## src/rtl/spi_pwm_pkg.sv

```systemverilog
// -----------------------------------------------------------------------------
// spi_pwm_pkg
//   Shared definitions for the SPI-driven PWM register bank: word layout,
//   register address map, constant ID value and small helpers used by the
//   decoder.
// -----------------------------------------------------------------------------
package spi_pwm_pkg;

    // SPI word and register widths. The word layout below only works for
    // a 16-bit word carrying a 12-bit register payload.
    localparam int SPI_WORD_W = 16;
    localparam int REG_W      = 12;
    localparam int ADDR_W     = 3;

    // Bit positions inside a received word: [15]=W, [14:12]=addr, [11:0]=data.
    localparam int WORD_WR_BIT   = 15;
    localparam int WORD_ADDR_MSB = 14;
    localparam int WORD_ADDR_LSB = 12;
    localparam int WORD_DATA_MSB = 11;
    localparam int WORD_DATA_LSB = 0;

    typedef logic [ADDR_W-1:0] reg_addr_t;

    // Register address map. DUTY[ch] lives at ADDR_DUTY0 + ch.
    localparam reg_addr_t ADDR_PERIOD = 3'd0;
    localparam reg_addr_t ADDR_CTRL   = 3'd1;
    localparam reg_addr_t ADDR_DUTY0  = 3'd2;
    localparam reg_addr_t ADDR_ID     = 3'd7;

    localparam logic [REG_W-1:0] ID_VALUE = 12'hA5C;

    // CTRL bit that clears cmd_err when written as 1; always reads back 0.
    localparam int CTRL_ERRCLR_BIT = 11;

    // Decoded view of a received word; field order matches the bit layout.
    typedef struct packed {
        logic             wr;
        reg_addr_t        addr;
        logic [REG_W-1:0] data;
    } spi_word_t;

    // Address of the duty register for a given channel.
    function automatic reg_addr_t duty_addr(input int ch);
        return reg_addr_t'(int'(ADDR_DUTY0) + ch);
    endfunction

    // Read response word: MSB clear, echoed address, register value.
    function automatic logic [SPI_WORD_W-1:0] read_resp(input reg_addr_t        addr,
                                                        input logic [REG_W-1:0] value);
        return {1'b0, addr, value};
    endfunction

endpackage

```

## src/rtl/spi_pwm_regs_pwm_core.sv

```systemverilog
// -----------------------------------------------------------------------------
// pwm_core
//   Free-running PWM counter with shadow-to-active transfer and per-channel
//   compare. The counter runs 0..period_act and wraps; on the wrap edge the
//   active period and duty registers load from their shadows so a period is
//   never cut short or stretched by a mid-period write.
//
// Ports
//   clk, reset_n   : clock, asynchronous active-low reset
//   period_sh      : shadow period (CNT_W)
//   duty_sh        : shadow duty per channel (NUM_CH x CNT_W)
//   en             : per-channel enable, applied without shadowing
//   pwm_out        : registered PWM outputs, one clk behind the counter
//   period_wrap    : one-clk pulse in the cycle after a wrap edge
// -----------------------------------------------------------------------------
module pwm_core #(
    parameter int NUM_CH = 4,
    parameter int CNT_W  = 12
) (
    input  logic                           clk,
    input  logic                           reset_n,
    input  logic [CNT_W-1:0]               period_sh,
    input  logic [NUM_CH-1:0][CNT_W-1:0]   duty_sh,
    input  logic [NUM_CH-1:0]              en,
    output logic [NUM_CH-1:0]              pwm_out,
    output logic                           period_wrap
);

    logic [CNT_W-1:0]             cnt;
    logic [CNT_W-1:0]             period_act;
    logic [NUM_CH-1:0][CNT_W-1:0] duty_act;
    logic                         wrap;
    logic                         running;

    // With period_act == 0 the counter sits at 0, so wrap is true every clk
    // and the shadows flow straight through; that is the stopped state.
    assign wrap    = (cnt == period_act);
    assign running = (period_act != '0);

    always_ff @(posedge clk or negedge reset_n) begin
        if (!reset_n) begin
            cnt         <= '0;
            period_act  <= '0;
            duty_act    <= '0;
            pwm_out     <= '0;
            period_wrap <= 1'b0;
        end else begin
            if (wrap) begin
                cnt        <= '0;
                period_act <= period_sh;
                duty_act   <= duty_sh;
            end else begin
                cnt <= cnt + 1'b1;
            end

            // No wrap pulses while stopped, otherwise it would fire every clk.
            period_wrap <= wrap & running;

            // duty 0 never satisfies cnt < duty; duty > period always does.
            for (int ch = 0; ch < NUM_CH; ch++) begin
                pwm_out[ch] <= en[ch] & running & (cnt < duty_act[ch]);
            end
        end
    end

endmodule

```

## src/rtl/spi_pwm_regs.sv

```systemverilog
// -----------------------------------------------------------------------------
// spi_pwm_regs
//   Register bank sitting behind an SPI slave. The slave's busy flag is
//   brought into clk, each completed 16-bit word is decoded as a register
//   read or write, and NUM_CH PWM channels are driven from the shadowed
//   period/duty registers through pwm_core.
//
// Ports
//   clk, reset_n   : clock, asynchronous active-low reset
//   spi_busy       : slave busy, high during a frame, asynchronous to clk
//   spi_rx         : last received word, stable between frame ends
//   spi_tx         : read response the slave latches at each frame end
//   pwm_out        : PWM outputs (NUM_CH)
//   period_wrap    : one-clk pulse per counter wrap
//   cmd_err        : sticky flag for bad address or a write to ID
//
// Frame hand-off: frame_done acts as a valid strobe for spi_rx with no ready
// side; the bank accepts every word in the cycle frame_done is high, so the
// slave only has to keep spi_rx stable until the next frame end.
// -----------------------------------------------------------------------------
module spi_pwm_regs
    import spi_pwm_pkg::*;
#(
    parameter int DATA_W = SPI_WORD_W,
    parameter int NUM_CH = 4,
    parameter int CNT_W  = REG_W
) (
    input  logic              clk,
    input  logic              reset_n,
    input  logic              spi_busy,
    input  logic [DATA_W-1:0] spi_rx,
    output logic [DATA_W-1:0] spi_tx,
    output logic [NUM_CH-1:0] pwm_out,
    output logic              period_wrap,
    output logic              cmd_err
);

    // ------------------------------------------------------------------
    // Busy synchroniser and frame-end detect
    // ------------------------------------------------------------------
    logic busy_b1, busy_b2, busy_b3;
    logic frame_done;

    always_ff @(posedge clk or negedge reset_n) begin
        if (!reset_n) begin
            busy_b1 <= 1'b0;
            busy_b2 <= 1'b0;
            busy_b3 <= 1'b0;
        end else begin
            busy_b1 <= spi_busy;
            busy_b2 <= busy_b1;
            busy_b3 <= busy_b2;
        end
    end

    // Falling edge of synchronised busy. Because the chain resets to 0, a
    // busy that is already low at reset release never produces a pulse.
    assign frame_done = busy_b3 & ~busy_b2;

    // ------------------------------------------------------------------
    // Register state
    // ------------------------------------------------------------------
    logic [CNT_W-1:0]             period_sh;
    logic [NUM_CH-1:0][CNT_W-1:0] duty_sh;
    logic [NUM_CH-1:0]            en;

    // ------------------------------------------------------------------
    // Word decode (combinational, used only while frame_done is high)
    // ------------------------------------------------------------------
    spi_word_t          rx_word;
    logic               hit_period;
    logic               hit_ctrl;
    logic               hit_id;
    logic [NUM_CH-1:0]  duty_hit;
    logic [CNT_W-1:0]   duty_rd;
    logic               addr_mapped;
    logic [CNT_W-1:0]   rd_value;
    logic               err_set;
    logic               err_clr;

    assign rx_word    = spi_word_t'(spi_rx);
    assign hit_period = (rx_word.addr == ADDR_PERIOD);
    assign hit_ctrl   = (rx_word.addr == ADDR_CTRL);
    assign hit_id     = (rx_word.addr == ADDR_ID);

    // Duty decode by loop so no variable index can run past NUM_CH.
    always_comb begin
        duty_hit = '0;
        duty_rd  = '0;
        for (int ch = 0; ch < NUM_CH; ch++) begin
            if (rx_word.addr == duty_addr(ch)) begin
                duty_hit[ch] = 1'b1;
                duty_rd      = duty_sh[ch];
            end
        end
    end

    assign addr_mapped = hit_period | hit_ctrl | hit_id | (|duty_hit);

    // Read value; shadowed registers return their shadow copy, the CTRL
    // clear bit reads 0 and unmapped addresses return 0.
    always_comb begin
        rd_value = '0;
        if (hit_period) begin
            rd_value = period_sh;
        end else if (hit_ctrl) begin
            rd_value[NUM_CH-1:0] = en;
        end else if (hit_id) begin
            rd_value = ID_VALUE;
        end else if (|duty_hit) begin
            rd_value = duty_rd;
        end
    end

    // Unmapped access (read or write) and any write to ID flag an error.
    assign err_set = frame_done & (~addr_mapped | (rx_word.wr & hit_id));
    assign err_clr = frame_done & rx_word.wr & hit_ctrl & rx_word.data[CTRL_ERRCLR_BIT];

    // ------------------------------------------------------------------
    // Register writes, read response and error flag
    // ------------------------------------------------------------------
    always_ff @(posedge clk or negedge reset_n) begin
        if (!reset_n) begin
            period_sh <= '0;
            duty_sh   <= '0;
            en        <= '0;
            spi_tx    <= '0;
            cmd_err   <= 1'b0;
        end else begin
            if (frame_done) begin
                if (rx_word.wr) begin
                    if (hit_period) begin
                        period_sh <= rx_word.data;
                    end
                    if (hit_ctrl) begin
                        en <= rx_word.data[NUM_CH-1:0];
                    end
                    for (int ch = 0; ch < NUM_CH; ch++) begin
                        if (duty_hit[ch]) begin
                            duty_sh[ch] <= rx_word.data;
                        end
                    end
                end else begin
                    // Writes leave spi_tx holding the last read response.
                    spi_tx <= read_resp(rx_word.addr, rd_value);
                end
            end

            // A new error in the same cycle as a clear keeps the flag set.
            if (err_set) begin
                cmd_err <= 1'b1;
            end else if (err_clr) begin
                cmd_err <= 1'b0;
            end
        end
    end

    // ------------------------------------------------------------------
    // PWM engine
    // ------------------------------------------------------------------
    pwm_core #(
        .NUM_CH (NUM_CH),
        .CNT_W  (CNT_W)
    ) u_pwm_core (
        .clk         (clk),
        .reset_n     (reset_n),
        .period_sh   (period_sh),
        .duty_sh     (duty_sh),
        .en          (en),
        .pwm_out     (pwm_out),
        .period_wrap (period_wrap)
    );

endmodule
```

## config.mk

```make
export PLATFORM = sky130hd
export DESIGN_NAME = spi_pwm_regs
export DESIGN_NICKNAME = d
export VERILOG_FILES = /design/src/rtl/spi_pwm_pkg.sv /design/src/rtl/spi_pwm_regs_pwm_core.sv /design/src/rtl/spi_pwm_regs.sv
export SDC_FILE = /design/constraint.sdc
export NUM_CORES = 1
export LEC_CHECK = 0
export CAP_MARGIN = 20
export CORE_MARGIN = 2
export CORE_UTILIZATION = 45
export CTS_BUF_LIST = sky130_fd_sc_hd__clkbuf_2 sky130_fd_sc_hd__clkbuf_4 sky130_fd_sc_hd__clkbuf_8
export CTS_CLUSTER_DIAMETER = 150
export DETAILED_ROUTE_END_ITERATION = 6
export GPL_TIMING_DRIVEN = 0
export PLACE_DENSITY = 0.69
export SETUP_SLACK_MARGIN = 0.1
export SYNTH_ARGS = -nofsm -noshare
export SYNTH_HDL_FRONTEND = slang
export SYNTH_SLANG_ARGS = --single-unit
```

## constraint.sdc

```tcl
create_clock -name clk -period 1.9 [get_ports clk]
set_input_delay 0.57 -clock clk [delete_from_list [all_inputs] [get_ports clk]]
set_output_delay 0.57 -clock clk [all_outputs]
set_load 0.01 [all_outputs]
```

== Word-level counts from Yosys, hierarchy flattened ==
Cells that the tools add are included.
Cells by class
  mux-type cells: 16
  bitwise operators: 22
  order comparisons: 4
  divide/modulo/power cells: 0
  $add $sub $neg: 1
  eq/ne operators: 7
  multipliers: 0
  reductions and logical operators: 11
  shifts and indexed selects: 0
Operators by type and width (number)
  12-bit 2-to-1 mux: 8
  12-bit less-than comparator: 4
  3-bit AND reduction: 6
  1-bit AND: 15
  12-bit by 1-bit adder with 12-bit output, second input constant: 1
  12-bit equality test: 1
  12-bit nonzero test: 1
  3-bit equality test, second input constant: 3
  8-bit 2-to-1 mux: 1
  3-bit by 2-bit equality test with 1-bit output, second input constant: 2
  1-bit 2-to-1 mux: 6
  4-bit 2-to-1 mux: 1
  1-bit OR: 4
  4-bit OR reduction: 1
  3-bit by 1-bit equality test with 1-bit output, second input constant: 1
  3-bit zero test: 1
  1-bit inverter: 3
  2-bit AND reduction: 1
  2-bit nonzero test: 1
Storage, ports and cells
  memory bits (writable): 0
  output and inout port bits: 22
  memories kept: 0
  logic and storage cells: 80
  register bits: 160
  latch bits: 0
  bits in read-only memories: 0
  input bits: 19

== Depth between registers and ports, before layout ==
Gate-level depths: netlist (run 1).
  depth in word-level cells: 9
  gate-level depth with buffers: 7
  mapped depth without buffers: 6

== By module ==
From an unflattened synthesis (run 1), not the netlist that was laid out.
Second synthesis, totals
  cells, all modules: 645
  area, all modules: 7997.7 µm²
Modules (own cells, without submodules)
  pwm_core: instances 1, area an instance 4254.1 µm², seq. area each 1926.8 µm², cells each 366
  spi_pwm_regs: instances 1, area an instance 3743.6 µm², seq. area each 2077.0 µm², cells each 279

== Worst setup path after synthesis (run 1) ==
Ideal clock, no wire load.
  path type: reg2reg
  from: register u_pwm_core.cnt[5]
  to: register u_pwm_core.duty_act[0] (netlist name)
  data required time: 1775 ps
  path buffers: 2
  setup slack: -88 ps
  data arrival time: 1863 ps
  stages on the path, launching flop included: 7
  library setup time: 125 ps
  clock period less this slack: 1988 ps
  cells stage by stage: dfrtp_1 -> clkbuf_1 -> xnor2_1 -> nand4_1 -> nor3_4 -> buf_6 -> mux2_2
Between the ends
  cells in the longest elaborated chain, start to end: 1
RTL lines
  start, declared: RTL line spi_pwm_regs_pwm_core.sv:29  | logic [CNT_W-1:0] cnt;
  start signal, assigned: RTL line spi_pwm_regs_pwm_core.sv:53  | cnt <= cnt + 1'b1;
  12-bit equality test: RTL line spi_pwm_regs_pwm_core.sv:37  | assign wrap = (cnt == period_act);
  end signal, assigned: RTL line spi_pwm_regs_pwm_core.sv:51  | duty_act <= duty_sh;
  end, declared: RTL line spi_pwm_regs_pwm_core.sv:31  | logic [NUM_CH-1:0][CNT_W-1:0] duty_act;
Every way passes these cells.
A chain may end at the register's enable or synchronous reset.

== Worst setup path after layout (run 1) ==
  from: register u_pwm_core.cnt[1]
  to: register u_pwm_core.duty_act[3] (netlist name)
Same word-level chain as after synthesis.

==> impl_metrics.json, run 1 <==
{
  "cp_max_fo": 6,
  "leakage_nw": 4.71,
  "maxCapViolations": 0,
  "syn_nets": 707,
  "syn_area_mm2": 0.00787,
  "via_count": 5777,
  "period_share": 1.05,
  "synth_warnings": 0,
  "cts.clk_slew.worst_paths_ps": 80,
  "wl_per_cell_um": 23.0,
  "overflow": 0,
  "synth_seq_cells": 160,
  "dpl_worst_slack_ps": -1200,
  "finalMaxSlewViolations": 0,
  "peakVddDrop_mv": 0.643,
  "crit_required_ps": 2240,
  "avgViaCountPerCell": 5.85,
  "row_count": 48,
  "fin_skew_ps": 12.8,
  "port_buffers": 38,
  "antenna_cells": 0,
  "rr_endpoint": "u_pwm_core.duty_act[3]",
  "cp.depth": 7,
  "antenna_found_initial": 0,
  "rsz0062_at_grt": "true",
  "drive_gt1_frac": 0.369,
  "route.detailed.drc": 0,
  "cp.buffers_inverters": 3,
  "mostFrequentLayoutCells": "148 x dfrtp_1, 69 x mux2_4, 60 x mux2_2",
  "slowest_delay_ps": 460,
  "cp.arrival_ps": 2330,
  "cts_tree": "yes",
  "synth_cell_types": 49,
  "setup_slack_ps": -91.3,
  "gp_congestion": 0.891,
  "min_path_type": "primary input to async pin",
  "clockBufferDepth": 2,
  "clock_latency_ps": 460,
  "dp_hpwl_um": 14200,
  "cp_slowest_cell": "dfrtp_2",
  "status": "complete, but fails checks",
  "fill_cells": 1319,
  "startpoint_type": "flip-flop",
  "gr-usage-all-layers": 0.254,
  "hold_viol_final": 0,
  "cts-root-buf": "clkbuf_8",
  "final_nets": 814,
  "r2r_slack_ps": -90,
  "maxClockFrequency_mhz": 502,
  "drt_pass1_iterations": 5,
  "die_w_um": 136,
  "htreeDepth": 4,
  "synth_top_area_frac": 0.509,
  "die-area_mm2": 0.0186,
  "synth_largest_area_cell": "dfrtp_1",
  "cp_top_family": "flip-flops",
  "relSlewSlack": 0.475,
  "drt_iter0_markers": 465,
  "core_mm2": 0.0172,
  "start_util": 0.458,
  "p_total_mw": 12.3,
  "clock-sinks": 160,
  "final_common_cell": "dfrtp_1",
  "crit_start": "u_pwm_core.cnt[1]",
  "synthFlopType": "dfrtp_1",
  "worstSetupEndpointType": "flip-flop",
  "setup_viol": 43,
  "grt_max_degree": 96,
  "cts_buffers": 17,
  "antenna_left": 0,
  "async_flop_share": 1.00,
  "die_h_um": 136,
  "worstPathCellList": "xnor2_1, nand4_1, nor3_4, buf_6, buf_12, buf_8, mux2_4",
  "min_period_ps": 1990,
  "wl_um": 22700,
  "violations": "setup timing",
  "synth_edf_count": 0,
  "rr_worst_depth": 7,
  "p_per_area_mw_per_mm2": 1210,
  "synth_cells": 643,
  "path_class": "flip-flop to flip-flop",
  "synth_area_leaders": "dfrtp_1 51%, mux2_2 16%, ha_1 7.2%, mux2_1 2.9%, inv_1 2.3%",
  "synth_seq_area_share": 0.509,
  "grt_pass1_wl_um": 34700,
  "tightestPinTransition_ps": 786,
  "grt_pass1_vias": 5929,
  "ios": 41,
  "reg2reg_from": "u_pwm_core.cnt[1]",
  "syn_to_final_growth_pct": 28.9,
  "syn_area_per_cell_um2": 12.2
}
[cell usage after synthesis, types with 5 or more instances]
cell type	instances
dfrtp_1	160
mux2_2	109
inv_1	48
ha_1	45
o21ai_0	35
nand2_1	28
mux2_1	20
xnor2_1	16
nor2_1	14
clkbuf_1	13
mux2i_1	12
nand2b_1	11
a21oi_1	10
nand4_1	9
nor2b_1	9
a21o_1	8
nand3_1	8
o21a_1	8
buf_6	6
buf_2	5
nor3b_1	5
xor2_1	5
[how the worst max path moves through the flow]
stage | end | slack (ps)
6_report | u_pwm_core.duty_act[3] | -90
5_1_grt | u_pwm_core.duty_act[3] | -150
4_1_cts | u_pwm_core.duty_act[45] | -30
3_5_place_dp | spi_tx[5] | -1200
3_3_place_gp | spi_tx[8] | -6000
2_1_floorplan | u_pwm_core.duty_act[0] | 5
[through the flow]
stage,area (um^2),hold slack [ps],std cells,setup TNS [ps],utilization
3_3_place_gp,8590,333,906,-1041020,0.500
3_5_place_dp,8620,339,907,-86120,0.502
6_report,10100,98.2,987,-2360,0.591
2_1_floorplan,7930,274,643,0,-
4_1_cts,9880,122,975,-290,0.575
5_1_grt,10100,147,987,-5330,0.591
[power breakdown]
| group | internal, mW | switching (mW) |
|---|---|---|
| combinational | 2.53 | 2.10 |
| sequential | 4.16 | 0.706 |
| clock | 1.53 | 1.22 |
| total | 8.22 | 4.03 |
[state kept, by name, summed over array words and instances (netlist names), 4 cells and up]
| signal | flops |
|---|---|
| duty_sh | 48 |
| en | 4 |
| period_sh | 12 |
| spi_tx | 15 |
| u_pwm_core.cnt | 12 |
| u_pwm_core.duty_act | 48 |
| u_pwm_core.period_act | 12 |
| u_pwm_core.pwm_out | 4 |
[timing repair]
item	CTS	global route
gates cloned	6	0
setup buffers	31	16
hold buffers	0	0
endpoints found under the setup margin	175	109
pin swaps	5	15
gates resized for setup	153	54
[worst register-to-register path: cells and delay by family (launching register included)]
family / cells / cell delay (ps)
flip-flops: 1 / 460
multiplexers: 1 / 310
XOR/XNOR: 1 / 230
AND/OR/NAND/NOR: 2 / 440
buffers and inverters: 3 / 440
[metal layers]
| metal | wire [um] | vias up | GRT usage | share of wire |
|---|---|---|---|---|
| li1 | - | 2510 | - | - |
| met3 | 1220 | 61 | 0.0395 | 0.054 |
| met2 | 11000 | 229 | 0.405 | 0.48 |
| met4 | 872 | 0 | 0.128 | 0.038 |
| met1 | 9600 | 2977 | 0.337 | 0.42 |
| met5 | 0 | - | 0 | 0 |
[cell type report]
type	count	area (um^2)	area share
flip-flops and latches	160	4020	0.396
multi-input cells	405	3980	0.393
repair buffers	88	912	0.0899
plain buffers	30	335	0.0331
clock buffers	27	334	0.0329
well taps	225	282	0.0278
inverters	48	180	0.0178
clock inverters	4	98.8	0.00974
[logic make-up (layout without fill, tap and decap cells)]
logic type	after synthesis	after routing	synth area share
AND/OR/NAND/NOR	102	102	0.0708
AO/OA/AOI/OAI	95	95	0.0803
flip-flops	160	160	0.509
adder cells (fa/ha/maj)	45	45	0.0716
other	1	1	0.000477
buffers and inverters	78	197	0.0447
multiplexers	141	141	0.200
XOR/XNOR	21	21	0.0234
No activity file was read; power rests on OpenSTA's default activity.
==> run 2, diff against run 1 <==
Settings changed: CORE_MARGIN 2 to not set.
==> run 2 against run 1 <==
  * The flow still finishes with violations (setup timing)
  * Highest routed layer unchanged
  * First-iteration DRC count is 4.5% higher
  * Clock power hardly changed
  * Sequential power hardly changed
  * Combinational power is 1% lower
  * Sequential cell count stayed put
  * Maximum frequency is 0.64% higher
  * Via count is 0.95% lower
  * Clock skew hardly changed
==> impl_metrics.json, run 2 (synthesis results as in run 1) <==
{
  "cts.clk_slew.worst_paths_ps": 80,
  "wl_per_cell_um": 22.8,
  "cts_tree": "yes",
  "whs_ps": 216,
  "via_count": 5722,
  "port_buffers": 38,
  "drt_pass1_iterations": 5,
  "fill_cells": 1277,
  "core_mm2": 0.0168,
  "setup_slack_ps": -78.6,
  "clockBufferDepth": 2,
  "start_util": 0.468,
  "wl_um": 22400,
  "relSlewSlack": 0.410,
  "mostFrequentLayoutCells": "149 x dfrtp_1, 70 x mux2_4, 59 x mux2_2",
  "avgViaCountPerCell": 5.83,
  "peakVddDrop_mv": 0.507,
  "route.detailed.drc": 0,
  "fin_skew_ps": 13.1,
  "startpoint_type": "flip-flop",
  "multiInputGateArea_mm2": 0.00400,
  "overflow": 0,
  "antenna_found_initial": 0,
  "die_h_um": 134,
  "clock_latency_ps": 470,
  "setup_viol": 55,
  "dp_hpwl_um": 14100,
  "tns_ps": -2750,
  "p_total_mw": 12.2,
  "hold_viol_final": 0,
  "antenna_cells": 0,
  "antenna_left": 0,
  "crit_required_ps": 2250,
  "cts_buffers": 17,
  "drive_gt1_frac": 0.374,
  "regArea_mm2": 0.00402,
  "die-area_mm2": 0.0180,
  "htreeDepth": 4,
  "status": "complete, but fails checks",
  "die_w_um": 134,
  "rsz0062_at_grt": "true",
  "period_share": 1.04,
  "final_common_cell": "dfrtp_1",
  "gp_congestion": 0.873,
  "grt_pass1_vias": 5868,
  "path_class": "flip-flop to flip-flop",
  "row_count": 47,
  "grt_pass1_wl_um": 34000,
  "worstSetupEndpointType": "flip-flop",
  "cts-root-buf": "clkbuf_8",
  "cp.arrival_ps": 2330,
  "cp_max_fo": 6,
  "finalMaxSlewViolations": 0,
  "drt_iter0_markers": 486,
  "slowest_delay_ps": 480,
  "maxCapViolations": 0,
  "min_path_type": "primary input to async pin",
  "ios": 41,
  "syn_to_final_growth_pct": 29.8,
  "gr-usage-all-layers": 0.258,
  "ctsHoldBuffers": 0,
  "maxClockFrequency_mhz": 505,
  "cp_slowest_cell": "dfrtp_2",
  "violations": "setup timing",
  "leakage_nw": 4.72,
  "final_nets": 814,
  "worstPathCellList": "xnor2_1, nand4_1, nor3_4, buf_6, buf_12, buf_8, mux2_4",
  "clock-sinks": 160,
  "grt_max_degree": 97,
  "reg.largest.list": "duty_sh x48, u_pwm_core.duty_act x48, spi_tx x15",
  "tightestPinTransition_ps": 885,
  "min_period_ps": 1980,
  "p_per_area_mw_per_mm2": 1190
}
## run 2: stage by stage
step	area, um^2	utilization	instances	worst slack [ps]
after global placement	8580	0.510	901	-5960
after CTS	9880	0.588	968	-41.1
after global routing	10200	0.607	982	-125
final	10200	0.607	982	-78.6
after floorplan	7930	-	643	5.14
after detailed placement	8610	0.512	902	-1200
## run 2: path summary, 6_finish.rpt
check                                           to         startpoint  depth (start not counted)  slack (ps)
setup / recovery            u_pwm_core.duty_act[6]  u_pwm_core.cnt[3]                          7         -80
setup reg to reg            u_pwm_core.duty_act[6]  u_pwm_core.cnt[3]                          7         -80
hold reg to reg                            busy_b2            busy_b1                          0         360
hold / removal             u_pwm_core.duty_act[15]            reset_n                          1         220
max in group asynchronous  u_pwm_core.duty_act[43]            reset_n                          2         850
min in group clk                           busy_b2            busy_b1                          0         360
## run 2: final cells by class
class / count / area share
flip-flops and latches: 160 / 0.393
clock inverters: 5 / 0.00980
well taps: 220 / 0.0270
inverters: 48 / 0.0176
repair buffers: 89 / 0.0952
multi-input cells: 405 / 0.392
plain buffers: 29 / 0.0327
clock buffers: 26 / 0.0326
## run 2: worst max-delay path, delay by kind of cell, from the launching register on
kind	cells	cell delay [ps]
mux	1	300
simple gates	2	450
buf+inv	3	420
xor+xnor	1	200
flops	1	480
## run 2: metal layers
metal	wire length (um)	vias to the layer above	GRT usage
li1	-	2508	-
met1	9430	2897	0.338
met5	0	-	0
met3	1710	68	0.0548
met2	10300	249	0.400
met4	915	0	0.142
## run 2: repair_timing
item	4_1_cts	5_1_grt
pin swaps	7	15
resized for setup	161	63
cloned	9	1
setup endpoints to repair	173	126
setup buffers	27	14
## run 2: where the power goes
part / switching (mW) / internal (mW) / total, mW
clock: 1.22 / 1.52 / 2.74
combinational: 2.05 / 2.52 / 4.58
sequential: 0.697 / 4.16 / 4.86
